**src/rtl/fetch_ctrl_pkg.sv**
```systemverilog
// Shared definitions for the instruction-fetch controller: FSM encoding,
// PC increment and the default bubble instruction.
package fetch_ctrl_pkg;

    typedef enum logic [1:0] {
        ST_REQ  = 2'd0,
        ST_HOLD = 2'd1,
        ST_DROP = 2'd2
    } fetch_state_t;

    localparam int          PC_INC           = 4;
    localparam logic [31:0] NOP_INSN_DEFAULT = 32'h0000_0000;

endpackage

```
**src/rtl/fetch_ctrl_if.sv**
```systemverilog
// Instruction-memory request/response bus between the fetch controller
// (master) and the instruction memory (slave).
interface fetch_ctrl_if #(
    parameter int XLEN   = 32,
    parameter int INSN_W = 32
);
    logic              imem_req;
    logic [XLEN-1:0]   imem_addr;
    logic              imem_ready;
    logic [INSN_W-1:0] imem_rdata;

    modport master (
        output imem_req,
        output imem_addr,
        input  imem_ready,
        input  imem_rdata
    );

    modport slave (
        input  imem_req,
        input  imem_addr,
        output imem_ready,
        output imem_rdata
    );
endinterface

```
**src/rtl/fetch_ctrl_ifid_pipe_reg.sv**
```systemverilog
// IF/ID pipeline register: flush beats load, load beats hold, and a cycle
// that is neither held nor loaded turns the stage into a bubble.
module ifid_pipe_reg
    import fetch_ctrl_pkg::*;
#(
    parameter int                XLEN     = 32,
    parameter int                INSN_W   = 32,
    parameter logic [INSN_W-1:0] NOP_INSN = INSN_W'(NOP_INSN_DEFAULT)
) (
    input  logic              clk,
    input  logic              reset_n,
    input  logic              hold,
    input  logic              flush,
    input  logic              load,
    input  logic [XLEN-1:0]   load_pc,
    input  logic [INSN_W-1:0] load_instr,
    output logic              ifid_valid,
    output logic [XLEN-1:0]   ifid_pc,
    output logic [XLEN-1:0]   ifid_pc4,
    output logic [INSN_W-1:0] ifid_instr
);

    always_ff @(posedge clk or negedge reset_n) begin
        if (!reset_n) begin
            ifid_valid <= 1'b0;
            ifid_pc    <= '0;
            ifid_pc4   <= '0;
            ifid_instr <= NOP_INSN;
        end else if (load && !flush) begin
            ifid_valid <= 1'b1;
            ifid_pc    <= load_pc;
            ifid_pc4   <= load_pc + XLEN'(PC_INC);
            ifid_instr <= load_instr;
        end else if (flush || !hold) begin
            // PC fields keep their last value; only validity and the word change
            ifid_valid <= 1'b0;
            ifid_instr <= NOP_INSN;
        end
    end

endmodule

```
**src/rtl/fetch_ctrl.sv**
```systemverilog
// Instruction-fetch controller: issues imem requests for the current PC,
// steers the PC register and loads IF/ID, handling load-use stalls and redirects.
module fetch_ctrl
    import fetch_ctrl_pkg::*;
#(
    parameter int                XLEN     = 32,
    parameter int                INSN_W   = 32,
    parameter logic [INSN_W-1:0] NOP_INSN = INSN_W'(NOP_INSN_DEFAULT),
    parameter int                CNT_W    = 32
) (
    input  logic              clk,
    input  logic              reset_n,
    input  logic [XLEN-1:0]   pc,
    output logic [XLEN-1:0]   pc_result,
    output logic              pc_stall,
    input  logic              hz_stall,
    input  logic              redirect_valid,
    input  logic [XLEN-1:0]   redirect_target,
    fetch_ctrl_if.master      imem,
    output logic              ifid_valid,
    output logic [XLEN-1:0]   ifid_pc,
    output logic [XLEN-1:0]   ifid_pc4,
    output logic [INSN_W-1:0] ifid_instr,
    output logic [CNT_W-1:0]  fetch_stall_cnt
);

    fetch_state_t      state_reg;
    logic [XLEN-1:0]   drop_addr_reg;
    logic [XLEN-1:0]   hold_pc_reg;
    logic [INSN_W-1:0] hold_instr_reg;
    logic [CNT_W-1:0]  stall_cnt_reg;

    logic              accept_req;
    logic              accept_hold;
    logic              accept;
    logic [XLEN-1:0]   load_pc;
    logic [INSN_W-1:0] load_instr;

    assign accept_req  = (state_reg == ST_REQ) && imem.imem_ready && !hz_stall && !redirect_valid;
    assign accept_hold = (state_reg == ST_HOLD) && !hz_stall && !redirect_valid;
    assign accept      = accept_req || accept_hold;

    assign load_pc    = accept_hold ? hold_pc_reg    : pc;
    assign load_instr = accept_hold ? hold_instr_reg : imem.imem_rdata;

    assign pc_result = redirect_valid ? redirect_target : pc + XLEN'(PC_INC);
    assign pc_stall  = !(redirect_valid || accept);

    // The request line drops immediately with reset so memory sees the abandon
    assign imem.imem_req  = reset_n && (state_reg != ST_HOLD);
    assign imem.imem_addr = (state_reg == ST_DROP) ? drop_addr_reg : pc;

    assign fetch_stall_cnt = stall_cnt_reg;

    always_ff @(posedge clk or negedge reset_n) begin
        if (!reset_n) begin
            state_reg      <= ST_REQ;
            drop_addr_reg  <= '0;
            hold_pc_reg    <= '0;
            hold_instr_reg <= NOP_INSN;
            stall_cnt_reg  <= '0;
        end else begin
            case (state_reg)
                ST_REQ: begin
                    if (redirect_valid) begin
                        // An unanswered request must be drained before refetching
                        if (!imem.imem_ready) begin
                            drop_addr_reg <= pc;
                            state_reg     <= ST_DROP;
                        end
                    end else if (imem.imem_ready && hz_stall) begin
                        hold_pc_reg    <= pc;
                        hold_instr_reg <= imem.imem_rdata;
                        state_reg      <= ST_HOLD;
                    end
                end
                ST_HOLD: begin
                    if (redirect_valid || !hz_stall) begin
                        state_reg <= ST_REQ;
                    end
                end
                ST_DROP: begin
                    // The stale response completes the old request even if
                    // another redirect lands in the same cycle
                    if (imem.imem_ready) begin
                        state_reg <= ST_REQ;
                    end
                end
                default: state_reg <= ST_REQ;
            endcase

            if (pc_stall && !hz_stall && (stall_cnt_reg != '1)) begin
                stall_cnt_reg <= stall_cnt_reg + CNT_W'(1);
            end
        end
    end

    ifid_pipe_reg #(
        .XLEN     (XLEN),
        .INSN_W   (INSN_W),
        .NOP_INSN (NOP_INSN)
    ) u_ifid (
        .clk        (clk),
        .reset_n    (reset_n),
        .hold       (hz_stall),
        .flush      (redirect_valid),
        .load       (accept),
        .load_pc    (load_pc),
        .load_instr (load_instr),
        .ifid_valid (ifid_valid),
        .ifid_pc    (ifid_pc),
        .ifid_pc4   (ifid_pc4),
        .ifid_instr (ifid_instr)
    );

endmodule

```
**src/flat_wrapper.sv**
```systemverilog
// flat-port wrapper written by rule: the top's interface ports become plain ports
module fetch_ctrl_flat import fetch_ctrl_pkg::*;
#(
    parameter int                XLEN     = 32,
    parameter int                INSN_W   = 32,
    parameter logic [INSN_W-1:0] NOP_INSN = INSN_W'(NOP_INSN_DEFAULT),
    parameter int                CNT_W    = 32
)
  (clk, reset_n, pc, pc_result, pc_stall, hz_stall, redirect_valid, redirect_target, ifid_valid, ifid_pc, ifid_pc4, ifid_instr, fetch_stall_cnt, imem_imem_req, imem_imem_addr, imem_imem_ready, imem_imem_rdata);
  fetch_ctrl_if #(.XLEN(XLEN), .INSN_W(INSN_W)) imem_i ();
  input  logic clk;
  input  logic reset_n;
  input  logic [XLEN-1:0] pc;
  output logic [XLEN-1:0] pc_result;
  output logic pc_stall;
  input  logic hz_stall;
  input  logic redirect_valid;
  input  logic [XLEN-1:0] redirect_target;
  output logic ifid_valid;
  output logic [XLEN-1:0] ifid_pc;
  output logic [XLEN-1:0] ifid_pc4;
  output logic [INSN_W-1:0] ifid_instr;
  output logic [CNT_W-1:0] fetch_stall_cnt;
  output wire logic [$bits(imem_i.imem_req)-1:0] imem_imem_req;
  output wire logic [$bits(imem_i.imem_addr)-1:0] imem_imem_addr;
  input wire logic [$bits(imem_i.imem_ready)-1:0] imem_imem_ready;
  input wire logic [$bits(imem_i.imem_rdata)-1:0] imem_imem_rdata;
  assign imem_imem_req = imem_i.imem_req;
  assign imem_imem_addr = imem_i.imem_addr;
  assign imem_i.imem_ready = imem_imem_ready;
  assign imem_i.imem_rdata = imem_imem_rdata;
  fetch_ctrl #(.XLEN(XLEN), .INSN_W(INSN_W), .NOP_INSN(NOP_INSN), .CNT_W(CNT_W)) u_core (.clk(clk), .reset_n(reset_n), .pc(pc), .pc_result(pc_result), .pc_stall(pc_stall), .hz_stall(hz_stall), .redirect_valid(redirect_valid), .redirect_target(redirect_target), .imem(imem_i), .ifid_valid(ifid_valid), .ifid_pc(ifid_pc), .ifid_pc4(ifid_pc4), .ifid_instr(ifid_instr), .fetch_stall_cnt(fetch_stall_cnt));
endmodule
```
**config.mk**
```make
export PLATFORM = sky130hd
export DESIGN_NAME = fetch_ctrl_flat
export DESIGN_NICKNAME = d
export VERILOG_FILES = /design/src/rtl/fetch_ctrl_pkg.sv /design/src/rtl/fetch_ctrl_if.sv /design/src/rtl/fetch_ctrl_ifid_pipe_reg.sv /design/src/rtl/fetch_ctrl.sv /design/src/flat_wrapper.sv
export SDC_FILE = /design/constraint.sdc
export NUM_CORES = 1
export LEC_CHECK = 0
export CAP_MARGIN = 20
export CORE_ASPECT_RATIO = 1.1
export CORE_MARGIN = 4
export CORE_UTILIZATION = 40
export CTS_BUF_LIST = sky130_fd_sc_hd__clkbuf_4 sky130_fd_sc_hd__clkbuf_8
export DETAILED_ROUTE_END_ITERATION = 8
export DONT_BUFFER_PORTS = 1
export HOLD_SLACK_MARGIN = 0.08
export PLACE_DENSITY_LB_ADDON = 0.25
export SYNTH_ARGS = -nofsm -noshare
export SYNTH_HDL_FRONTEND = slang
export SYNTH_SLANG_ARGS = --single-unit
```
**constraint.sdc**
```tcl
create_clock -name clk -period 5.7 [get_ports clk]
set_input_delay 0.855 -clock clk [delete_from_list [all_inputs] [get_ports clk]]
set_output_delay 0.855 -clock clk [all_outputs]
set_load 0.01 [all_outputs]
```
After elaboration in Yosys (flattened, before gate mapping)
Index checks and enable logic that the tools add are counted.
- eq/ne operators: 8
- add/subtract/negate cells: 3
- muxes and demuxes: 14
- reduce and logical (&&, ||, !) cells: 21
- bitwise operators: 2
- operator list (cell ; number):
    2-to-1 mux 32 bit ; 6
    adder 32 x 3 -> 32 bit, second input constant ; 2
    adder 32 x 1 -> 32 bit, second input constant ; 1
    != test 32 bit, second input constant ; 1
    logical AND 1 bit ; 10
    2-to-1 mux 2 bit ; 5
    != test 3 bit, second input constant ; 2
    case mux 2 bit (3 select lines) ; 1
    AND reduction 3 bit ; 2
    != test 2 bit, second input constant ; 2
    AND reduction 4 bit ; 1
    logical NOT 1 bit ; 3
    logical OR 1 bit ; 3
    equality test 2 x 1 -> 1 bit, second input constant ; 1
    equality test 2 bit, second input constant ; 1
    logical NOT 2 bit ; 1
    2-to-1 mux 1 bit ; 2
    != test 2 x 1 -> 1 bit, second input constant ; 1
    NOT 1 bit ; 2
    nonzero test 2 bit ; 1
- register bits: 227
- input port bits: 101
- output and inout bits: 195
- logic and storage cells: 57

Logic depth before layout (Yosys ltp)
- depth in word-level cells: 9
- depth in mapped cells: 8
- depth with buffers taken out: 6

Modules after synthesis
A second synthesis with hierarchy kept.
- cell total of the unflattened synthesis: 1058
- area total of the unflattened synthesis: 11543.6 µm²
- modules (own cells, without submodules) (module ; instances ; area an instance (µm²) ; sequential area each (µm²) ; cells an instance):
    fetch_ctrl ; 1 ; 7449.6 ; 3253.1 ; 648
    ifid_pipe_reg ; 1 ; 4093.9 ; 2377.3 ; 410

Least setup slack after synthesis
OpenSTA, ideal clock, no wires.
- path type: input-to-output
- start: input port pc[6]
- end: output port pc_result[28]
- arrival: 2.613 ns
- path buffers: 1
- data required time: 4.845 ns
- path slack: 2.232 ns
- stages on the path: 6
- cell sequence: clkbuf_1 > nand3_1 > nor3_1 > nand4_1 > xor2_1 > o21ai_0
- longest elaborated chain between the ends: 2
- ends and longest elaborated chain (what ; line ; RTL):
    start: declaration ; flat_wrapper.sv:13 ; input logic [XLEN-1:0] pc;
    adder 32 x 3 -> 32 bit ; fetch_ctrl.sv:46 ; assign pc_result = redirect_valid ? redirect_target : pc + XLEN'(PC_INC);
    2-to-1 mux 32 bit ; fetch_ctrl.sv:46 ;
    end: declaration ; flat_wrapper.sv:14 ; output logic [XLEN-1:0] pc_result;
No other way between the ends.

Final worst setup path
- start: register u_core.state_reg[1]
- end: register u_core.u_ifid.ifid_pc4[20]
- longest elaborated chain between the ends: 6
- elaborated cells between the ends (all ways): 11
- classes of those cells: add/sub: 1; eq/ne: 1; mux: 1; reduce/logical: 8
- ends and longest elaborated chain (what ; line ; RTL):
    start: declaration ; fetch_ctrl.sv:27 ; fetch_state_t state_reg;
    start signal: assignment ; fetch_ctrl.sv:57 ; state_reg <= ST_REQ;
    start signal: assignment ; fetch_ctrl.sv:69 ; state_reg <= ST_DROP;
    start signal: assignment ; fetch_ctrl.sv:74 ; state_reg <= ST_HOLD;
    branches (longest 6 deep; another with adder 32 x 3 -> 32 bit) ; n/a ;
    end signal: assignment ; fetch_ctrl_ifid_pipe_reg.sv:32 ; ifid_pc4 <= load_pc + XLEN'(PC_INC);
    end: declaration ; fetch_ctrl_ifid_pipe_reg.sv:19 ; output logic [XLEN-1:0] ifid_pc4,
Parallel ways; which one is timed is not known.
A chain may end at the register's enable or synchronous reset.

==> results.txt <==
outcome: finished, final reports clean
CP Class: flip-flop to flip-flop
Ant. Diodes: 0
RSZ-0062 raised after global routing: false
vias in the first global route: 8,195
antenna violations before repair: 0
Clock Skew: 0.0224 ns
Tightest Pin Transition: 1.04 ns
Post-CTS Setup Bufs: 0
highest routed layer: met4
reg2reg path depth: 6
final RePlAce weighted congestion: 0.880
Worst-path clk slew: 0.06 ns
Clk Latency, worst-skew pair: 0.54 ns
port buffer count: 0
startpoint types: flip-flop
final core occ: 45.1%
Max Fclk: 301 MHz
total wire length: 33.1 mm
wire length on met1: 14.5 mm
Final #Nets: 1,185
Cells after DPL: 1,402
All-Layer GR Usage: 20.5%
drt wl/cell: 22.4 µm
IO Count: 296
top_reg_cell synth: dfrtp_1
worst hold-check path type: input port to asynchronous set/reset pin
die footprint: 0.0314 mm²
Synth top area share: 49.2%
Tcrit/Tclk final: 58.2%
CP Max Fanout: 57
First-pass DRT Iterations: 7
met2 WL: 14.8 mm
Setup crit end kind: flip-flop
Netlist cell types: 57
CTS Buffer Depth: 3
Synth Instances: 1,110
Antenna Nets Post-Route: 0
clk root buf: clkbuf_8
worst endpoint data arrival time: 3.74 ns
post-cts sizing count: 0
post-synth top area cell: dfrtp_1
die height: 185 µm
CTS tree: built
Post-synth EDFFs: 0
largest net degree at the start of global routing: 227
CTS Buf Count: 41
drt initial violations: 628
relative slew slack: 30.6%
DRC viols: 0
Starting Density: 40.9%
H-tree levels: 2
Worst IR Drop VDD: 0.000149 V
Layout Cells excl Fill: 1,475
CP cell instances: or4b_4 > buf_4 > nor4_1 > a32o_1 > nand2_1 > a221o_1
met3 WL: 3.36 mm
cell with the most instances after synthesis: dfrtp_1
slowest CP cell: nor4_1
top cells by count, synth: dfrtp_1, nand2_1, mux2_2
PD cells: 365 mW/mm²
cell area after synthesis: 0.0115 mm²
DP HPWL: 22.9 mm
clock sinks: 225
Setup TNS: 0 ns
Via Count: 8,461
CP peak stage delay: 0.74 ns
final hold vios: 0
Cell Rows: 64
Syn Area/Cell: 10.3 µm²
Layout area overhead: 10.4%
Via density: 5.74
max_cap viols: 0
core area: 0.0280 mm²
Seq cells post-synth: 225
CP required: 6.12 ns
total grt overflow: 0
Syn Nets: 1,213
post-synthesis sequential area ratio: 49.2%
fin. max-slew vios: 0
Die W: 169 µm
main area contributors after synthesis: dfrtp_1, mux2_2, nand2_1
synth warn: 0
Leakage: 5.56 nW
async set-reset flop share out of synthesis: 100%
# setup viols final: 0
Final min period: 3.32 ns
share of layout cells above drive strength 1: 20.4%
first-pass GRT wire length: 51.0 mm
[critical path, delay by kind of cell, from the launching register on]
kind	cells	cell delay, ns
AND/OR/NAND/NOR	3	1.56
flip-flops	1	0.47
buffers and inverters	1	0.39
AO/OA/AOI/OAI	2	0.76
[area by class of cell]
class / instances / area (µm²)
fillers: 2711 / 15400
flip-flops and latches: 225 / 5630
multi-input cells: 797 / 5530
clock buffers: 64 / 800
well taps: 363 / 454
clock inverters: 9 / 131
repair buffers: 10 / 75.1
inverters: 7 / 26.3
[report_power, final]
part	internal (mW)	total, mW	switching, mW
sequential	1.92	2.30	0.381
clock	1.03	1.73	0.699
combinational	0.314	0.584	0.271
[path summary, 6_finish.rpt]
path	from	end	slack, ns
worst max-delay path	u_core.state_reg[1]	u_core.u_ifid.ifid_pc4[20]	2.38
worst min-delay path	reset_n	u_core.u_ifid.ifid_instr[7]	0.005
worst max register to register	u_core.state_reg[1]	u_core.u_ifid.ifid_pc4[20]	2.38
worst min register to register	u_core.drop_addr_reg[13]	u_core.drop_addr_reg[13]	0.50
max in group asynchronous	reset_n	u_core.drop_addr_reg[29]	5.41
min in group clk	pc[25]	u_core.hold_pc_reg[25]	0.46
[cells by family (layout without fill, tap and decap cells)]
logic type,count (synthesis),after routing,share of synthesized area (%)
muxes,188,188,17.9
AOI/OAI and AO/OA,163,163,8.50
buffers and inverters,88,90,3.00
DFF,225,225,49.2
and+or+nand+nor,371,371,15.6
adders and majority gates,2,2,0.218
xor gates and xnor gates,73,73,5.58
[through the flow]
stage                     setup slack [ns]  cell area [µm²]  power [mW]  hold slack [ns]
after floorplan                       2.23            11500        2.71            0.475
after global placement                2.10            11700        2.89            0.483
after detailed placement              2.06            11700        2.92            0.490
after CTS                             2.34            12600        4.68          -0.0339
after global routing                  2.19            12600        4.85          -0.0302
final                                 2.38            12600        4.61          0.00547
[placed cells by master (no fill, tap or decap), types with 3 or more instances in the layout]
cell         n
and3_1      18
inv_1        7
xor2_1      43
or4_1        5
clkbuf_4    13
clkbuf_8    51
nor4_1       8
buf_4       10
mux2i_1     54
o21ai_0     96
and4_1      12
o21a_1       4
a21o_1       6
a22o_1       3
nand3_1     32
nor2_1      44
clkinv_2     3
nand2_1    166
o31ai_1      3
nor4b_1      5
nor3_1      20
a21oi_1      7
nor3b_1      3
a31oi_1     17
and2_1       7
mux2_2     134
bufinv_16    3
xnor2_1     30
or3_1        3
nand4_1     37
dfrtp_1    225
o22ai_1      5
[routing by layer]
metal / vias up / global-route usage (%)
li1: 3906 / -
met1: 4159 / 28.8
met2: 357 / 31.0
met3: 39 / 7.18
met4: 0 / 4.32
met5: - / 0
Power figures use the tool's default switching activity.
